### src/rtl/can_reg_arb_pkg.sv
// Shared types for the CAN register write-port arbiter.
package can_reg_arb_pkg;

    typedef enum logic {
        H_IDLE,
        H_PEND
    } host_state_t;

    typedef enum logic [2:0] {
        SRC_NONE,
        SRC_CORE_PEND,
        SRC_HOST_FORCE,
        SRC_CORE,
        SRC_HOST
    } grant_src_t;

endpackage

### src/rtl/can_reg_arb_decode.sv
// Register index to one-hot write-enable decode with range flag.
module can_reg_arb_decode #(
    parameter int unsigned NREGS = 8,
    parameter int unsigned AW    = 3
) (
    input  logic [AW-1:0]    addr,
    output logic [NREGS-1:0] onehot,
    output logic             in_range
);

    always_comb begin
        onehot = '0;
        for (int unsigned i = 0; i < NREGS; i++) begin
            onehot[i] = (32'(addr) == i);
        end
        in_range = (32'(addr) < NREGS);
    end

endmodule

### src/rtl/can_reg_write_arbiter.sv
// Arbitrates the register-bank write port between the host interface and the
// CAN core, with reset-mode write protection and a host starvation limit.
module can_reg_write_arbiter
    import can_reg_arb_pkg::*;
#(
    parameter int unsigned      WIDTH     = 8,
    parameter int unsigned      NREGS     = 8,
    parameter int unsigned      AW        = 3,
    parameter int unsigned      MAX_WAIT  = 3,
    parameter logic [NREGS-1:0] PROT_MASK = '0
) (
    input  logic             clk,
    input  logic             rst,
    input  logic             reset_mode,
    input  logic             host_req,
    input  logic [AW-1:0]    host_addr,
    input  logic [WIDTH-1:0] host_wdata,
    output logic             host_ack,
    output logic             host_err,
    input  logic             core_stb,
    input  logic [AW-1:0]    core_addr,
    input  logic [WIDTH-1:0] core_wdata,
    output logic [NREGS-1:0] reg_we,
    output logic [WIDTH-1:0] reg_wdata
);

    localparam int unsigned WCW = $clog2(MAX_WAIT + 1);

    host_state_t      state_q, state_d;
    logic [AW-1:0]    hbuf_addr_q, hbuf_addr_d;
    logic [WIDTH-1:0] hbuf_data_q, hbuf_data_d;
    logic [WCW-1:0]   wait_cnt_q, wait_cnt_d;
    logic             cp_valid_q, cp_valid_d;
    logic [NREGS-1:0] cp_we_q, cp_we_d;
    logic [WIDTH-1:0] cp_data_q, cp_data_d;
    logic [NREGS-1:0] reg_we_q, reg_we_d;
    logic [WIDTH-1:0] reg_wdata_q, reg_wdata_d;
    logic             host_ack_q, host_ack_d;
    logic             host_err_q, host_err_d;

    logic [AW-1:0]    host_sel_addr;
    logic [WIDTH-1:0] host_sel_data;
    logic [NREGS-1:0] h_onehot, c_onehot;
    logic             h_in_range, c_in_range;
    logic             h_capture, h_legal, h_cand, h_illegal, h_forced, c_valid;
    grant_src_t       grant;

    // While pending the buffered request is arbitrated; in idle the live bus is.
    assign host_sel_addr = (state_q == H_PEND) ? hbuf_addr_q : host_addr;
    assign host_sel_data = (state_q == H_PEND) ? hbuf_data_q : host_wdata;

    can_reg_arb_decode #(.NREGS(NREGS), .AW(AW)) u_host_dec (
        .addr     (host_sel_addr),
        .onehot   (h_onehot),
        .in_range (h_in_range)
    );

    can_reg_arb_decode #(.NREGS(NREGS), .AW(AW)) u_core_dec (
        .addr     (core_addr),
        .onehot   (c_onehot),
        .in_range (c_in_range)
    );

    // The ack cycle masks host_req so a still-held request is not re-captured.
    always_comb begin
        h_capture = (state_q == H_IDLE) && host_req && !host_ack_q;
        h_legal   = h_in_range && (((h_onehot & PROT_MASK) == '0) || reset_mode);
        h_cand    = (state_q == H_PEND) || (h_capture && h_legal);
        h_illegal = h_capture && !h_legal;
        c_valid   = core_stb && c_in_range;
        h_forced  = (state_q == H_PEND) && (wait_cnt_q == WCW'(MAX_WAIT)) && !cp_valid_q;

        if (cp_valid_q)    grant = SRC_CORE_PEND;
        else if (h_forced) grant = SRC_HOST_FORCE;
        else if (c_valid)  grant = SRC_CORE;
        else if (h_cand)   grant = SRC_HOST;
        else               grant = SRC_NONE;
    end

    always_comb begin
        state_d     = state_q;
        hbuf_addr_d = hbuf_addr_q;
        hbuf_data_d = hbuf_data_q;
        wait_cnt_d  = wait_cnt_q;
        cp_valid_d  = 1'b0;
        cp_we_d     = cp_we_q;
        cp_data_d   = cp_data_q;
        reg_we_d    = '0;
        reg_wdata_d = '0;
        host_ack_d  = 1'b0;
        host_err_d  = 1'b0;

        unique case (grant)
            SRC_CORE_PEND: begin
                reg_we_d    = cp_we_q;
                reg_wdata_d = cp_data_q;
            end
            SRC_HOST_FORCE, SRC_HOST: begin
                reg_we_d    = h_onehot;
                reg_wdata_d = host_sel_data;
                host_ack_d  = 1'b1;
            end
            SRC_CORE: begin
                reg_we_d    = c_onehot;
                reg_wdata_d = core_wdata;
            end
            default: ;
        endcase

        // A losing core strobe parks in the slot; a committing slot may reload.
        if (c_valid && (grant != SRC_CORE)) begin
            cp_valid_d = 1'b1;
            cp_we_d    = c_onehot;
            cp_data_d  = core_wdata;
        end

        if (h_capture) begin
            hbuf_addr_d = host_addr;
            hbuf_data_d = host_wdata;
        end

        if (h_illegal) begin
            host_ack_d = 1'b1;
            host_err_d = 1'b1;
            wait_cnt_d = '0;
        end else if ((grant == SRC_HOST) || (grant == SRC_HOST_FORCE)) begin
            state_d    = H_IDLE;
            wait_cnt_d = '0;
        end else if (h_cand) begin
            state_d = H_PEND;
            if (wait_cnt_q != WCW'(MAX_WAIT)) wait_cnt_d = wait_cnt_q + 1'b1;
        end
    end

    always_ff @(posedge clk) begin
        if (!rst) begin
            state_q     <= H_IDLE;
            hbuf_addr_q <= '0;
            hbuf_data_q <= '0;
            wait_cnt_q  <= '0;
            cp_valid_q  <= 1'b0;
            cp_we_q     <= '0;
            cp_data_q   <= '0;
            reg_we_q    <= '0;
            reg_wdata_q <= '0;
            host_ack_q  <= 1'b0;
            host_err_q  <= 1'b0;
        end else begin
            state_q     <= state_d;
            hbuf_addr_q <= hbuf_addr_d;
            hbuf_data_q <= hbuf_data_d;
            wait_cnt_q  <= wait_cnt_d;
            cp_valid_q  <= cp_valid_d;
            cp_we_q     <= cp_we_d;
            cp_data_q   <= cp_data_d;
            reg_we_q    <= reg_we_d;
            reg_wdata_q <= reg_wdata_d;
            host_ack_q  <= host_ack_d;
            host_err_q  <= host_err_d;
        end
    end

    assign reg_we    = reg_we_q;
    assign reg_wdata = reg_wdata_q;
    assign host_ack  = host_ack_q;
    assign host_err  = host_err_q;

endmodule

### config.mk
export PLATFORM = sky130hd
export DESIGN_NAME = can_reg_write_arbiter
export DESIGN_NICKNAME = d
export VERILOG_FILES = /design/src/rtl/can_reg_arb_pkg.sv /design/src/rtl/can_reg_arb_decode.sv /design/src/rtl/can_reg_write_arbiter.sv
export SDC_FILE = /design/constraint.sdc
export NUM_CORES = 1
export LEC_CHECK = 0
export ABC_AREA = 1
export CAP_MARGIN = 20
export CORE_MARGIN = 1
export CORE_UTILIZATION = 30
export DETAILED_ROUTE_END_ITERATION = 16
export PLACE_DENSITY_LB_ADDON = 0.08
export SLEW_MARGIN = 15
export SYNTH_ARGS = -nofsm -noshare
export SYNTH_HDL_FRONTEND = slang
export SYNTH_SLANG_ARGS = --single-unit
### constraint.sdc
create_clock -name clk -period 2.34 [get_ports clk]
set_clock_uncertainty 0.15 [all_clocks]
set_input_delay 0.468 -clock clk [delete_from_list [all_inputs] [get_ports clk]]
set_output_delay 0.468 -clock clk [all_outputs]
set_load 0.02 [all_outputs]
==> results.yml <==
pwr:
  p_per_area_nw_per_um2: 646.8
  leakagePower_nw: 1.206
  comb_power_share: 0.173
  p_clk_frac: 0.336
  switching_share: 0.2746
  vdd_ir_drop_max_v: 0.0003034
  net-switching-power_w: 0.0004990
  p_seq_frac: 0.491
  intPower_w: 0.001318
setup_path:
  timing.critical_path.cells: "clkdlybuf4s50_1"
  crit_family: "buffers and inverters"
  path_max_fanout: 1
  crit_type: "reg2out"
  startpoint_type: "register"
  critPathArrivalTime_ps: 1250
  r2r_cells: 6
  cp.buffers_inverters: 1
  slowest_delay_ps: 620
  worst_setup_path_end_kind: "output port"
  cp.required_ps: 1720
  critPathSlowestCell: "clkdlybuf4s50_1"
  cp.depth: 1
synthesis:
  ys_top_cells_by_area: "dfxtp_1 43%, nand2_1 14%, nor2_1 9.3%"
  synth_adder_area_share: 0.005615
  avgSynthCellArea_um2: 6.815
  yosysWarnings: 0
  ys_seq_area_frac: 0.4312
  synth-simple-area-share: 0.3172
  synth_mux_area_frac: 0
  synth_compound_area_frac: 0.1359
  yosysTopAreaCellShare: 0.4312
  yosysTopAreaCell: "dfxtp_1"
  synth_cell_types: 26
  synth-seq-cells: 48
  synth_top_family_by_area: "simple AND/OR/NAND/NOR gates"
  synth-xor-area-share: 0
  synth_cells: 327
  synth_area_um2: 2228
  syn_nets: 355
clock_tree:
  ctsResizeCount: 0
  cts_tree: "built"
  cts_made_buffers: 5
  post_cts_buffers: 0
  clk_pin_slew_worst_paths_ps: 100
  htree_levels: 2
  root_buffer: "clkbuf_8"
  cts.sinks: 48
  clock_latency_ps: 300
  cts.path.max_buffers: 2
  hold_buffers: 0
timing:
  setup_slack_ps: 474.4
  hold_violations: 0
  max_clock_freq_mhz: 536.0
  drv_slew: 0
  rsz0062_at_grt: "no"
  period_minus_slack_ps: 1866
  fin_tns_setup_ps: 0
  finalCritPeriodShare: 0.7973
  setup-violations-final: 0
floorplan:
  ioPinCount: 45
  start_util: 0.3089
  core-area_um2: 7214
  num_rows: 31
  fp.dieH_um: 88.19
  die_w_um: 88.19
  fp.dieArea_um2: 7777
detailed_routing:
  drc_errors: 0
  drt_first_pass_iters: 6
  drt_iter0_drc: 60
  drt_wl_total_mm: 5.348
  vias: 2020
  wl_per_cell_um: 11.50
  via_per_inst: 4.344
  drtAntennaViolNets: 0
worst_hold_path:
  hold_class: "reg2reg"
  min_path_cells: 2
grt:
  antenna_found_initial: 0
  grt_first_pass_wirelength_mm: 8.514
  track_usage: 0.1442
  first_global_vias: 1823
  grt_max_degree: 25
  grt_overflow: 0
final_layout:
  synthToLayoutAreaGrowth_pct: 26.05
  nets: 393
  final_cells: 465
  antenna_cells: 0
  drive_above_1_share: 0.07377
placement:
  hpwl_mm: 3.726
  io_buffers: 42
  gp_congestion: 0.7564
  dp.cells: 457
  dpl_worst_slack_ps: 273.3
run_status:
  outcome: "complete, no violations"
job:
  drv_cap: 0
==> registers in the layout, indices dropped and copies added, names as in the netlist <==
signal       cells
cp_data_q        8
cp_valid_q       1
cp_we_q          8
hbuf_addr_q      3
hbuf_data_q      8
host_ack         1
reg_wdata        8
reg_we           8
state_q          1
wait_cnt_q       2
==> cell usage in the layout, fill, tap and decap left out, types with 4 or more instances in the layout <==
| cell | count |
|---|---|
| o21ai_0 | 18 |
| dfxtp_1 | 48 |
| nor2_1 | 55 |
| nor3_1 | 4 |
| clkbuf_8 | 5 |
| nand3_1 | 13 |
| buf_4 | 5 |
| inv_1 | 30 |
| nand2_2 | 7 |
| nand2_1 | 84 |
| a21oi_1 | 26 |
| clkdlybuf4s50_1 | 42 |
| o21ai_1 | 12 |
==> metrics by stage <==
step                total power, W  hold WS, ps  utilization  instance area (um2)
CTS                       0.001849        303.8       0.3894                 2809
global route              0.001912        324.5       0.3894                 2809
global placement          0.001228        283.8       0.3744                 2701
finish                    0.001817        298.6       0.3894                 2809
floorplan                 0.001112        273.9            -                 2228
detailed placement        0.001231        290.3       0.3744                 2701
==> worst register-to-register path: cells and delay by family, from the launching register on <==
family,cells,cell delay [ps]
AND/OR/NAND/NOR,3,480
AO/OA/AOI/OAI,1,130
buffers and inverters,2,260
flip-flops,1,580
==> kinds of logic (layout without fill, tap and decap cells) <==
kind of cell,count (synthesis),after routing
AO/OA/AOI/OAI,59,59
adder cells (fa/ha/maj),1,1
other,1,1
flip-flops,48,48
buffers and inverters,50,89
AND/OR/NAND/NOR,168,168
==> final cells by class <==
class | instances | area, um2
Fill cell | 799 | 4405
Tap cell | 99 | 123.9
Clock inverter | 2 | 35.03
Timing Repair Buffer | 47 | 457.9
Inverter | 34 | 132.6
Sequential cell | 48 | 960.9
Clock buffer | 6 | 72.57
Multi-Input combinational cell | 229 | 1026
==> Yosys cell counts (all sizes together) <==
cell / number
o21ai: 30
ha: 1
nor2: 56
nand3: 15
clkbuf: 4
conb: 1
o21a: 2
buf: 12
inv: 34
a21oi: 26
or2: 1
nor3: 4
dfxtp: 48
nand2: 92
a211oi: 1
==> path summary, 6_finish.rpt <==
kind	from	endpoint	slack, ps
worst max-delay path	reg_we[0]$_SDFF_PN0_	reg_we[0]	470
worst min-delay path	hbuf_data_q[4]$_SDFFE_PN0P_	hbuf_data_q[4]$_SDFFE_PN0P_	300
worst max register to register	state_q$_SDFFE_PP0N_	reg_we[2]$_SDFF_PN0_	660
worst min register to register	hbuf_data_q[4]$_SDFFE_PN0P_	hbuf_data_q[4]$_SDFFE_PN0P_	300
==> layer usage <==
| layer | up-vias | track usage | share of wire |
|---|---|---|---|
| met3 | 5 | 0.02922 | 0.037 |
| met1 | 890 | 0.1895 | 0.50 |
| met2 | 37 | 0.2357 | 0.46 |
| met4 | 0 | 0.04839 | 0.010 |
| met5 | - | 0 | 0 |
| li1 | 1088 | - | - |
==> power groups by stage <==
stage / sequential (W) / clock, W / combinational [W]
global placement: 0.000911 / 0 / 0.000317
finish: 0.000892 / 0.000610 / 0.000314
detailed placement: 0.000912 / 0 / 0.000319
CTS: 0.000893 / 0.000636 / 0.000320
floorplan: 0.000923 / 0 / 0.000189
global route: 0.000898 / 0.000659 / 0.000355
No activity file was read; power rests on OpenSTA's default activity.
==> variant 1, RTL diff (same flow settings) <==
Change the parameter `WIDTH` from 8 to 12.
--- a/src/rtl/can_reg_write_arbiter.sv
+++ b/src/rtl/can_reg_write_arbiter.sv
@@ -3,7 +3,7 @@
 module can_reg_write_arbiter
     import can_reg_arb_pkg::*;
 #(
-    parameter int unsigned      WIDTH     = 8,
+    parameter int unsigned      WIDTH     = 12,
     parameter int unsigned      NREGS     = 8,
     parameter int unsigned      AW        = 3,
     parameter int unsigned      MAX_WAIT  = 3,
Ports: changed (resized core_wdata, host_wdata and reg_wdata); port bits go from 45 to 57. No check against the original RTL was run, so the function may have changed too.
==> variant 1 against the unedited design <==
Count of clock-buffer cells in the layout increased by 5; sequential cell count rose by 12; setup slack lost 0.011 ns; first-iteration DRC count increased by 50%; synthesized area up 21%; register-to-register slack got worse by 0.03 ns; core utilization is 1.6 points higher; sequential share of layout area down 0.094 points; highest routed layer unchanged; global-route usage is 0.94 points higher; non-clock buffer count up 18; power up 41%; routed wire length increased by 25%; final area is 25% higher.
==> variant 1: results (changes against the unedited design) <==
clock transition at the registers of the reported paths=0.07 ns (was 0.10 ns); Leakage=0.00146 µW (was 0.00121 µW); Post-Syn Nets=415 (was 355); DP Worst Slack=0.153 ns (was 0.273 ns); crit path max-delay cell type=clkdlybuf4s50_1 (unchanged); pin count of the biggest net entering global routing=33 (was 25); R2R Path End=reg_we[0] (was reg_we[2]); first-pass GRT wire length=11300 µm (was 8510 µm); min-delay worst type=reg -> reg (unchanged); fin cells=544 (was 465); most frequent cells after synthesis=nor2_1 (67), nand2_1 (66), dfxtp_1 (60) (was nand2_1 (84), nor2_1 (55), dfxtp_1 (48)); number of global-route vias before repair=2315 (was 1823); start point of the critical path=reg_wdata[1] (was reg_we[0]); Post-synth ARST share=0% (unchanged); Setup WS post-layout=0.464 ns (was 0.474 ns); Port Buffers=54 (was 42); routed via count=2419 (was 2020); GPL Wtd Cong=0.770 (was 0.756); Initial DRC Count=90 (was 60); R2R Path Start=state_q (unchanged); post-DP HPWL=4790 µm (was 3730 µm); Final Slew Violations=0 (unchanged); sw power=673 µW (was 499 µW); dpl cell area=3300 µm² (was 2700 µm²); layout cells sized above 1=9.40% (was 7.38%); placed instance count=528 (was 457); nets@finish=467 (was 393); Yosys cell types=24 (was 26); Routed WL per cell=12.3 µm (was 11.5 µm); Reg2Reg Setup Slack=0.63 ns (was 0.66 ns); worst r2r path cells=7 (was 6); drt pass-1 iters=4 (was 6); Crit path max-delay family=buffers and inverters (unchanged); All-Layer GR Usage=15.4% (was 14.4%); insertion delay to the later sink of the worst-skew pair=0.33 ns (was 0.30 ns); Resized Gates After CTS=0 (unchanged); Post-Syn Instances=379 (was 327); Synth area leaders=dfxtp_1 (45%), nor2_1 (9.4%), nand2_1 (9.2%) (was dfxtp_1 (43%), nand2_1 (14%), nor2_1 (9.3%)); Arr. time, crit path=1.26 ns; Max VDD drop=0.000279 V (was 0.000303 V); outcome=finished, final reports clean (unchanged); # Post-CTS Setup Buffers=0 (unchanged); CP endpoint=reg_wdata[1] (was reg_we[0]); # diodes=0 (unchanged); cts bufs inserted=9 (was 5); H-tree lvl count=3 (was 2); sequential share of the synthesized area=44.7% (was 43.1%)
==> variant 1: cell count changes after synthesis, moves of 5 or more <==
| cell | unedited run | this run |
|---|---|---|
| o21ai_1 | 12 | 1 |
| o21ai_0 | 18 | 49 |
| a21oi_2 | 0 | 8 |
| buf_2 | 3 | 8 |
| a21oi_1 | 26 | 35 |
| o21a_1 | 2 | 7 |
| nand2_2 | 7 | 2 |
| dfxtp_1 | 48 | 60 |
| inv_1 | 30 | 39 |
| nor2_1 | 55 | 67 |
| nand2_1 | 84 | 66 |
==> variant 1: area by class of cell <==
type	count	area [µm²]
Fill cell	925	5160
Sequential cell	60	1200
Multi-Input combinational cell	254	1180
Timing Repair Buffer	65	636
Inverter	41	156
Clock buffer	11	141
Tap cell	108	135
Clock inverter	5	75.1
==> variant 1: power groups by stage <==
stage / logic, µW / registers, µW / clock network, µW
global placement: 409 / 1140 / 0
finish: 413 / 1120 / 1030
global route: 468 / 1130 / 1110
floorplan: 236 / 1160 / 0
detailed placement: 415 / 1140 / 0
CTS: 417 / 1120 / 1060
==> variant 1: logic make-up (layout without fill, tap and decap cells) <==
logic type                 count (synthesis)  after routing  share of synthesized area, %
DFF                                       60             60                          44.7
and+or+nand+nor                          149            149                          21.9
adders and majority gates                  1              1                         0.466
buffers and inverters                     65            122                          11.5
other                                      1              1                         0.140
AOI/OAI and AO/OA                        103            103                          21.3
==> variant 1: per-stage QoR <==
step	utilization, %	power [µW]
finish	40.6	2560
global route	40.6	2700
CTS	40.6	2600
detailed placement	38.1	1560
global placement	38.1	1550
floorplan	-	1390
==> variant 1: metal layers <==
| metal | up-vias | track usage (%) | wire length [µm] |
|---|---|---|---|
| met2 | 40 | 23.1 | 2820 |
| met1 | 1068 | 21.3 | 3550 |
| li1 | 1302 | - | - |
| met4 | 0 | 6.54 | 88 |
| met5 | - | 0 | 0 |
| met3 | 9 | 3.18 | 215 |
==> variant 1: how the worst min path moves through the flow <==
stage	from	to	slack, ns	depth (start not counted)
final	hbuf_data_q[8]	hbuf_data_q[8]	0.30	2
after global routing	hbuf_data_q[8]	hbuf_data_q[8]	0.32	2
after CTS	hbuf_data_q[0]	hbuf_data_q[0]	0.30	2
after detailed placement	hbuf_data_q[3]	hbuf_data_q[3]	0.29	2
after global placement	hbuf_data_q[8]	hbuf_data_q[8]	0.28	2
after floorplan	hbuf_data_q[0]	hbuf_data_q[0]	0.27	2
==> variant 2, RTL diff (same settings) <==
Without the edit above. `cp_data_q` no longer has a reset.
--- a/src/rtl/can_reg_write_arbiter.sv
+++ b/src/rtl/can_reg_write_arbiter.sv
@@ -140,7 +140,6 @@
             wait_cnt_q  <= '0;
             cp_valid_q  <= 1'b0;
             cp_we_q     <= '0;
-            cp_data_q   <= '0;
             reg_we_q    <= '0;
             reg_wdata_q <= '0;
             host_ack_q  <= 1'b0;
@@ -152,12 +151,15 @@
             wait_cnt_q  <= wait_cnt_d;
             cp_valid_q  <= cp_valid_d;
             cp_we_q     <= cp_we_d;
-            cp_data_q   <= cp_data_d;
             reg_we_q    <= reg_we_d;
             reg_wdata_q <= reg_wdata_d;
             host_ack_q  <= host_ack_d;
             host_err_q  <= host_err_d;
         end
+    end
+
+    always_ff @(posedge clk) begin
+        cp_data_q <= cp_data_d;
     end
 
     assign reg_we    = reg_we_q;
Formal check against the unedited RTL: no difference found for any inputs over 10 cycles, from zero or initial values and one cycle with rst low; that may be too few to reach the edited logic, so the function may still have changed.
==> variant 2 against the unedited design <==
Sequential cell count unchanged; critical path type unchanged; routed wire length decreased by 6.2%; power is 6.9% higher; worst hold slack hardly changed; count of clock-buffer cells in the layout is 1 lower; final area is 1.5% higher; synthesized area decreased by 0.17%; global-route usage decreased by 0.20 points; sequential share of layout area increased by 2.3 points; setup slack improved by 0.011 ns.
==> variant 2: results (changes against the unedited design) <==
outcome=finished, final reports clean (unchanged); All-Layer GR Usage=14.2% (was 14.4%); met2 usage=22.2% (was 23.6%); R2R Path Start=wait_cnt_q[0] (was state_q); CP max stage delay=0.60 ns (was 0.62 ns); Synth area leaders=dfxtp_1 (36%), nand2_1 (14%), edfxtp_1 (11%) (was dfxtp_1 (43%), nand2_1 (14%), nor2_1 (9.3%)); Max VDD drop=0.000310 V (was 0.000303 V); Arr. time, crit path=1.24 ns; Reg2Reg Setup Slack=0.68 ns (was 0.66 ns); drt pass-1 iters=4 (was 6); layout cells sized above 1=10.5% (was 7.38%); # diodes=0 (unchanged); # Post-CTS Setup Buffers=0 (unchanged); post-DP HPWL=3570 µm (was 3730 µm); hold path startpoint=hbuf_data_q[6] (was hbuf_data_q[4]); first-pass GRT wire length=8250 µm (was 8510 µm); most frequent cells after synthesis=nand2_1 (85), dfxtp_1 (40), nor2_1 (33) (was nand2_1 (84), nor2_1 (55), dfxtp_1 (48)); Port Buffers=42 (unchanged); via/cell ratio=4.31 (was 4.34); CP Max Fanout=1 (unchanged); sequential share of the synthesized area=46.8% (was 43.1%); top_reg_cell synth=dfxtp_1 (unchanged); nets@finish=369 (was 393); dpl cell area=2710 µm² (was 2700 µm²); met1 Resource Use GR=19.1% (was 19.0%); insertion delay to the later sink of the worst-skew pair=0.30 ns (about the same); worst r2r path cells=5 (was 6); Worst Hold Path EP=hbuf_data_q[6] (was hbuf_data_q[4]); Initial DRC Count=68 (was 60); GRT met3 Usage=3.68% (was 2.92%); number of global-route vias before repair=1703 (was 1823); Routed WL=5020 µm (was 5350 µm); Crit path max-delay family=buffers and inverters (unchanged); Yosys cell types=27 (was 26); Leakage=0.00120 µW (was 0.00121 µW); GPL Wtd Cong=0.740 (was 0.756); R2R Path End=cp_data_q[4] (was reg_we[2]); Post-Syn Nets=328 (was 355); Post-synth EDFFs=8 (was 0); WHS Path Cells=2 (unchanged); pin count of the biggest net entering global routing=26 (was 25)
-- variant 2: metrics by stage --
stage	utilization, %	std cells	setup slack, ns	hold WS, ns
floorplan	-	300	0.846	0.274
global placement	37.6	433	0.221	0.282
detailed placement	37.6	433	0.232	0.288
CTS	39.5	441	0.462	0.303
global route	39.5	441	0.424	0.324
finish	39.5	441	0.485	0.299
-- variant 2: layout make-up --
type | count | area (µm²)
multi-input cells | 205 | 952
clock inverters | 3 | 68.8
clock buffers | 5 | 68.8
repair buffers | 47 | 458
flip-flops and latches | 48 | 1040
inverters | 34 | 138
fillers | 804 | 4360
well taps | 99 | 124
-- variant 2: metal layers --
metal | vias up | routed length, µm
met2 | 34 | 2210
met5 | - | 0
met3 | 7 | 249
met1 | 841 | 2490
li1 | 1020 | -
met4 | 0 | 75
-- variant 2: cell families (layout without fill, tap and decap cells) --
| kind of cell | Yosys count | after routing | synth area share (%) |
|---|---|---|---|
| AND/OR/NAND/NOR | 151 | 151 | 30.0 |
| adder cells (fa/ha/maj) | 1 | 1 | 0.562 |
| buffers and inverters | 47 | 89 | 10.4 |
| other | 1 | 1 | 0.169 |
| AO/OA/AOI/OAI | 52 | 52 | 12.1 |
| flip-flops | 48 | 48 | 46.8 |
-- variant 2: power by group --
group	internal [µW]	switching, µW	leakage (µW)
registers	888	16.6	0.000404
logic	126	179	0.000731
clock network	430	303	0.0000687
-- variant 2: worst max path at each step --
stage	startpoint	to	cells after the start
2_1_floorplan	wait_cnt_q[0]	cp_data_q[0]	5
3_3_place_gp	core_stb	cp_data_q[3]	4
3_5_place_dp	core_stb	cp_data_q[3]	4
4_1_cts	reg_wdata[4]	reg_wdata[4]	1
5_1_grt	host_ack	host_ack	1
6_report	reg_wdata[0]	reg_wdata[0]	1
